File: src/rtl/dgiota_pkg.sv
// Shared types and constants for the dgiota UART paths.
package dgiota_pkg;

   typedef enum logic [1:0] {
      IDLE  = 2'd0,
      START = 2'd1,
      DATA  = 2'd2,
      STOP  = 2'd3
   } uart_tx_state_t;

   localparam int unsigned DGIOTA_UART_DATA_BITS            = 8;
   localparam int unsigned DGIOTA_UART_DEFAULT_CLKS_PER_BIT = 16;

   // Divider width: $clog2 of the bit period, never narrower than one bit.
   function automatic int unsigned dgiota_cnt_width(input int unsigned n);
      return (n > 2) ? $clog2(n) : 1;
   endfunction

endpackage

File: src/rtl/dgiota_baud_tick.sv
// Bit-period divider: counts 0..CLKS_PER_BIT-1, tick at the terminal count.
module dgiota_baud_tick
   import dgiota_pkg::*;
#(
   parameter int unsigned CLKS_PER_BIT = DGIOTA_UART_DEFAULT_CLKS_PER_BIT
) (
   input  logic clk,
   input  logic rst,
   input  logic restart,
   output logic tick
);

   localparam int unsigned   CW   = dgiota_cnt_width(CLKS_PER_BIT);
   localparam logic [CW-1:0] LAST = CW'(CLKS_PER_BIT - 1);

   logic [CW-1:0] r_count;

   always_ff @(posedge clk) begin
      if (rst || restart || (r_count == LAST)) begin
         r_count <= '0;
      end else begin
         r_count <= r_count + 1'b1;
      end
   end

   assign tick = (r_count == LAST);

endmodule

File: src/rtl/dgiota_uart_tx.sv
// 8N1 LSB-first UART transmitter with valid/ready byte input and pin output enable.
module dgiota_uart_tx
   import dgiota_pkg::*;
#(
   parameter int unsigned CLKS_PER_BIT = DGIOTA_UART_DEFAULT_CLKS_PER_BIT
) (
   input  logic                             clk,
   input  logic                             rst,
   input  logic [DGIOTA_UART_DATA_BITS-1:0] tx_data,
   input  logic                             tx_valid,
   output logic                             tx_ready,
   output logic                             tx_busy,
   output logic                             tx_out,
   output logic                             tx_oe
);

   if ((CLKS_PER_BIT < 2) || (CLKS_PER_BIT > 65535)) begin : g_bad_cfg
      $error("dgiota_uart_tx: CLKS_PER_BIT must be in 2..65535");
   end

   localparam logic [2:0] LAST_BIT = 3'(DGIOTA_UART_DATA_BITS - 1);

   uart_tx_state_t                   r_state;
   logic [DGIOTA_UART_DATA_BITS-1:0] r_shift;
   logic [2:0]                       r_bitcnt;
   logic                             r_tx_out;
   logic                             r_oe;
   logic                             r_ready;
   logic                             r_busy;
   logic                             w_tick;
   logic                             w_restart;

   // Holding the divider at zero through IDLE makes the accept cycle its restart.
   assign w_restart = (r_state == IDLE);

   dgiota_baud_tick #(
      .CLKS_PER_BIT(CLKS_PER_BIT)
   ) u_baud (
      .clk    (clk),
      .rst    (rst),
      .restart(w_restart),
      .tick   (w_tick)
   );

   always_ff @(posedge clk) begin
      if (rst) begin
         r_state  <= IDLE;
         r_shift  <= '0;
         r_bitcnt <= '0;
         r_tx_out <= 1'b1;
         r_oe     <= 1'b0;
         r_ready  <= 1'b0;
         r_busy   <= 1'b0;
      end else begin
         r_oe <= 1'b1;
         unique case (r_state)
            IDLE: begin
               if (tx_valid && r_ready) begin
                  r_shift  <= tx_data;
                  r_bitcnt <= '0;
                  r_tx_out <= 1'b0;
                  r_ready  <= 1'b0;
                  r_busy   <= 1'b1;
                  r_state  <= START;
               end else begin
                  // r_oe lags reset release by one edge, giving the one-cycle ready hold-off.
                  r_ready <= r_oe;
               end
            end
            START: begin
               if (w_tick) begin
                  r_tx_out <= r_shift[0];
                  r_shift  <= r_shift >> 1;
                  r_state  <= DATA;
               end
            end
            DATA: begin
               if (w_tick) begin
                  if (r_bitcnt == LAST_BIT) begin
                     r_tx_out <= 1'b1;
                     r_state  <= STOP;
                  end else begin
                     r_tx_out <= r_shift[0];
                     r_shift  <= r_shift >> 1;
                     r_bitcnt <= r_bitcnt + 1'b1;
                  end
               end
            end
            STOP: begin
               if (w_tick) begin
                  r_ready <= 1'b1;
                  r_busy  <= 1'b0;
                  r_state <= IDLE;
               end
            end
         endcase
      end
   end

   assign tx_out   = r_tx_out;
   assign tx_oe    = r_oe;
   assign tx_ready = r_ready;
   assign tx_busy  = r_busy;

endmodule

File: config.mk
export PLATFORM = sky130hd
export DESIGN_NAME = dgiota_uart_tx
export DESIGN_NICKNAME = d
export VERILOG_FILES = /design/src/rtl/dgiota_pkg.sv /design/src/rtl/dgiota_baud_tick.sv /design/src/rtl/dgiota_uart_tx.sv
export SDC_FILE = /design/constraint.sdc
export NUM_CORES = 1
export LEC_CHECK = 0
export CAP_MARGIN = 20
export CORE_MARGIN = 1
export CORE_UTILIZATION = 42
export CTS_CLUSTER_SIZE = 24
export DETAILED_ROUTE_END_ITERATION = 10
export GPL_ROUTABILITY_DRIVEN = 0
export PLACE_DENSITY = 0.69
export SYNTH_ARGS = -nofsm -noshare
export SYNTH_HDL_FRONTEND = slang
export SYNTH_SLANG_ARGS = --single-unit
File: constraint.sdc
create_clock -name clk -period 2.28 [get_ports clk]
set_input_delay 0.456 -clock clk [delete_from_list [all_inputs] [get_ports clk]]
set_output_delay 0.456 -clock clk [all_outputs]
set_load 0.01 [all_outputs]
Word-level counts from Yosys, hierarchy flattened
Cells that the tools add are included.

operators by class
  muxes and demuxes = 27
  $add $sub $neg = 2
  equal/unequal tests = 11
  reductions and logical operators = 13

operators with widths
  operator               number
  $mux W8                4
  $pmux W8 S3            1
  $mux W2                5
  $reduce_and A5 Y1      2
  $mux W1                9
  $mux W3                3
  $pmux W2 S4            1
  $reduce_and A4 Y1      2
  $ne A2 B1 Y1 const B   3
  $ne A2 B2 Y1 const B   3
  $pmux W3 S2            1
  $add A4 B1 Y4 const B  1
  $eq A2 B2 Y1 const B   2
  $eq A4 B4 Y1 const B   1
  $pmux W1 S2            2
  $reduce_bool A2 Y1     2
  $add A3 B1 Y3 const B  1
  $eq A3 B3 Y1 const B   1
  $pmux W1 S3            1
  $reduce_and A3 Y1      1
  $reduce_bool A3 Y1     1
  $eq A2 B1 Y1 const B   1
  $logic_not A2 Y1       1
  $logic_or A1 B1 Y1     2
  2 further kinds        2

word-level totals
  input port bits = 11
  register bits after elaboration = 21

Longest topological paths before layout
  word-level depth = 4
  mapped depth = 8
  depth with buffers taken out = 6

Cells and area by module
A second synthesis with hierarchy kept.

unflattened totals
  cell total of the unflattened synthesis = 113
  area total of the unflattened synthesis = 1084.8 um2

modules (own cells, without submodules)
  module            area an instance (um2)  instances  cells each
  dgiota_uart_tx    927.1                   1          97
  dgiota_baud_tick  157.7                   1          16

Worst setup path after synthesis
Ideal clock, no wire load.

  path type = flip-flop to flip-flop
  start = register r_state[0]
  end = register r_shift[4]
  data arrival time = 1.868 ns
  slack = 0.333 ns
  stages on the path, launching flop included = 9
  required time = 2.201 ns
  setup time = 0.079 ns
  path through = dfxtp_1 inv_1 ha_1 buf_6 or2_4 a2111oi_4 buf_6 nor2_1 a211oi_2

on the way
  longest elaborated chain between the ends = 3

ends and longest elaborated chain
  what                                                  RTL line              source
  start, declared                                       dgiota_uart_tx.sv:23  uart_tx_state_t r_state;
  start signal, assigned                                dgiota_uart_tx.sv:47  r_state <= IDLE;
  start signal, assigned                                dgiota_uart_tx.sv:64  r_state <= START;
  start signal, assigned                                dgiota_uart_tx.sv:74  r_state <= DATA;
  $eq A2 B2 Y1, or another cell as far along            dgiota_uart_tx.sv:56  unique case (r_state)
  $ne A2 B2 Y1 (no line), or another cell as far along  --
  $reduce_and A5 Y1 (no line)                           --
  end signal, assigned                                  dgiota_uart_tx.sv:59  r_shift <= tx_data;
  end signal, assigned                                  dgiota_uart_tx.sv:73  r_shift <= r_shift >> 1;
  end signal, assigned                                  dgiota_uart_tx.sv:84  r_shift <= r_shift >> 1;
  end, declared                                         dgiota_uart_tx.sv:24  logic [DGIOTA_UART_DATA_BITS-1:0] r_shift;

Several ways; a longest one is shown, not always the timed one.
A chain may end at the register's enable or synchronous reset.

Worst setup path after layout
  start = register r_state[0]
  end = register r_shift[3]

The elaborated chain is that of the path after synthesis.

==> results by group <==
Outcome
  • Outcome: completed

Setup path
  • WP data arrival: 2270 ps
  • Setup crit start: r_state[0]
  • Critical path depth: 7
  • Crit Path Class: flip-flop to flip-flop
  • Reg-to-reg slack, setup: 240 ps
  • Reg-to-Reg Start: r_state[0]
  • CP Max Fanout: 16
  • Worst R2R End: r_shift[3]
  • Combined buffer and inverter count along the critical path: 2
  • CP max-delay cell: dfxtp_1
  • Worst setup EP type: flip-flop
  • Worst reg-to-reg path cell count: 7
  • CP Launch Type: flip-flop
  • Worst-path cell chain: inv_1, ha_1, or2_4, a2111oi_4, buf_4, nor2_1, a211oi_1
  • Worst endpoint required time: 2510 ps
  • Critical path's top delay family: compound AO/OA/AOI/OAI gates
  • Setup crit end: r_shift[3]
  • CP peak stage delay: 400 ps

Layout
  • Layout cell share with drive strength beyond 1: 0.0806
  • Area growth from synthesis to layout: 16.8%
  • Post-layout nets: 143
  • Final instance area: 1240 sq um
  • Antenna diodes: 0

GRT
  • Grt total ovfl: 0
  • Vias in the first global route: 754
  • Initial antenna violation count: 0
  • Global Route Usage Sum: 0.166
  • First-pass GRT wire length: 3.32 mm
  • Largest net degree at the start of global routing: 17

Route
  • DR iter-0 viols: 14
  • DRT met1 WL: 843 um
  • Top sig layer: met4
  • Met3 wire length: 86 um
  • Total wire length: 1.87 mm
  • Final ANT Viol Nets: 0
  • DRC: 0
  • Via count: 844
  • Drt via density: 5.55
  • WL/cell: 12.3 um
  • First-pass DRT Iterations: 4
  • Routed met2 length: 921 um

Floorplan
  • Die footprint: 2740 sq um
  • Row cnt: 17
  • Die width: 52.3 um
  • Die span in y: 52.3 um
  • Initial cell density of the core: 0.463
  • Core Area: 2300 sq um
  • Io pins: 15

Clock tree
  • Total CTS buffers: 3
  • Clk root buf: clkbuf_4
  • CTS resizes: 0
  • H-tree Lvls: 1
  • CTS clk-pin slew, worst paths: 120 ps
  • CTS tree: yes
  • Clock Latency Late Sink: 310 ps
  • # Post-CTS Setup Buffers: 0
  • Cts hold-fix bufs: 0
  • Maximum clock insertion buffer count: 2
  • CTS sink cnt: 21

Timing
  • Count of pins over their slew limit: 0
  • Setup violators final: 0
  • Fin Setup TNS: 0 ps
  • Worst-Margin Slew: 464 ps
  • Slew margin rel.: 0.690
  • Peak Freq: 0.491 GHz
  • RSZ-0062 raised after global routing: no
  • Clock skew: 2.72 ps
  • Fin crit share: 0.894
  • Fin crit period: 2040 ps
  • Final Hold Viols: 0

Yosys
  • Post-synthesis sequential area ratio: 0.395
  • Flops & latches, synth: 21
  • Syn_nets: 128
  • Ys Warns: 0
  • Cell variety after synth: 34
  • Syn Area/Cell: 9.67 sq um
  • Async set or reset register ratio after synthesis: 0
  • Post-synth EDFFs: 0
  • Top_reg_cell synth: dfxtp_1
  • Mapped Area: 1060 sq um
  • Post-Synthesis Cells: 110

Place
  • Hpwl dp: 1.40 mm
  • Placed cell area: 1210 sq um
  • I/O Buffers: 14

Power and ir drop
  • Power Density: 965 nW/um^2
  • Leak Pwr: 0.489 nW
  • Max IR drop VDD: 0.000710 V

Hold path
  • Min-Delay Path Class: flip-flop to flip-flop
  • Hold depth: 1

Run
  • MaxCap Viol Count: 0
## per-stage QoR
stage | setup WS [ps] | instances | total power, mW | hold slack, ps | util
6_report | 243 | 152 | 1.20 | 459 | 0.541
5_1_grt | 108 | 152 | 1.30 | 508 | 0.541
4_1_cts | 215 | 152 | 1.21 | 460 | 0.541
3_5_place_dp | 248 | 148 | 1.03 | 442 | 0.529
3_3_place_gp | 345 | 148 | 1.01 | 429 | 0.529
2_1_floorplan | 333 | 110 | 0.910 | 418 | -
## placed cells by master (no fill, tap or decap), types with 2 or more instances in the layout
| master | count |
|---|---|
| dfxtp_1 | 21 |
| clkdlybuf4s50_1 | 14 |
| nor2_1 | 13 |
| mux2i_1 | 9 |
| ha_1 | 7 |
| a211oi_1 | 6 |
| inv_1 | 4 |
| a21oi_1 | 4 |
| nand3_1 | 3 |
| nand2_1 | 3 |
| nand2b_1 | 3 |
| clkbuf_4 | 3 |
| o21ai_0 | 2 |
| a211oi_2 | 2 |
| nand4b_1 | 2 |
| nor3b_1 | 2 |
| a41o_1 | 2 |
| nor2b_1 | 2 |
| nor3_1 | 2 |
| and3_1 | 2 |
| nand4_1 | 2 |
| a31oi_1 | 2 |
| buf_4 | 2 |
## worst reg2reg max path: stages (launching register included)
cell and delay [ps]:
dfxtp_1 400, inv_1 80, ha_1 300, or2_4 310, a2111oi_4 340, buf_4 250
nor2_1 60, a211oi_1 210
## worst min-delay path by stage
stage	startpoint	to	slack, ps
after floorplan	u_baud.r_count[0]	u_baud.r_count[0]	420
after global placement	u_baud.r_count[0]	u_baud.r_count[0]	430
after detailed placement	u_baud.r_count[0]	u_baud.r_count[0]	440
after CTS	u_baud.r_count[0]	u_baud.r_count[0]	460
after global routing	u_baud.r_count[0]	u_baud.r_count[0]	510
final	u_baud.r_count[0]	u_baud.r_count[0]	460
## synthesized netlist by cell type (2+ instances only)
library cell	n	area share
a211oi_1	6	0.042
nor3b_1	2	0.014
buf_6	2	0.021
o21ai_0	2	0.0094
nand4b_1	2	0.016
dfxtp_1	21	0.40
mux2i_1	9	0.085
nand4_1	2	0.012
nor2b_1	2	0.012
ha_1	7	0.082
a31oi_1	2	0.012
inv_1	4	0.014
nor3_1	2	0.0094
a21oi_1	4	0.019
clkbuf_1	3	0.011
nand2b_1	3	0.018
a211oi_2	2	0.024
nor2_1	13	0.046
nand3_1	3	0.014
nand2_1	3	0.011
and3_1	2	0.012
a41o_1	2	0.019
## kinds of logic (layout without fill, tap and decap cells)
group / count (synthesis) / in the layout / synth area share
compound gates: 23 / 23 / 0.180
simple gates: 38 / 38 / 0.191
xor+xnor: 2 / 2 / 0.0165
flops: 21 / 21 / 0.395
fa+ha+maj: 7 / 7 / 0.0823
mux: 9 / 9 / 0.0847
buf+inv: 10 / 24 / 0.0506
## sequential cells by signal, summed over array words and instances, names as in the netlist
| signal | cells |
|---|---|
| r_bitcnt | 3 |
| r_shift | 8 |
| r_state | 2 |
| tx_busy | 1 |
| tx_oe | 1 |
| tx_out | 1 |
| tx_ready | 1 |
| u_baud.r_count | 4 |
## layout make-up
| cell class | instances | area [sq um] |
|---|---|---|
| multi-input combinational | 79 | 589 |
| inverter | 4 | 15.0 |
| sequential | 21 | 420 |
| clock inverter | 1 | 5.00 |
| fill | 220 | 1050 |
| clock buffer | 3 | 22.5 |
| tap | 28 | 35.0 |
| timing repair buffer | 16 | 155 |
## metal layers
metal,track usage,up-vias
met2,0.276,19
li1,-,427
met3,0.0522,4
met4,0.0658,0
met1,0.194,394
met5,0,-
## power by group
part | internal, mW | leakage, nW | switching [mW]
clock | 0.0656 | 0.0177 | 0.120
sequential | 0.443 | 0.172 | 0.0483
combinational | 0.255 | 0.299 | 0.268
total | 0.763 | 0.489 | 0.436
Note: power is estimated with default switching activity, not from simulation.
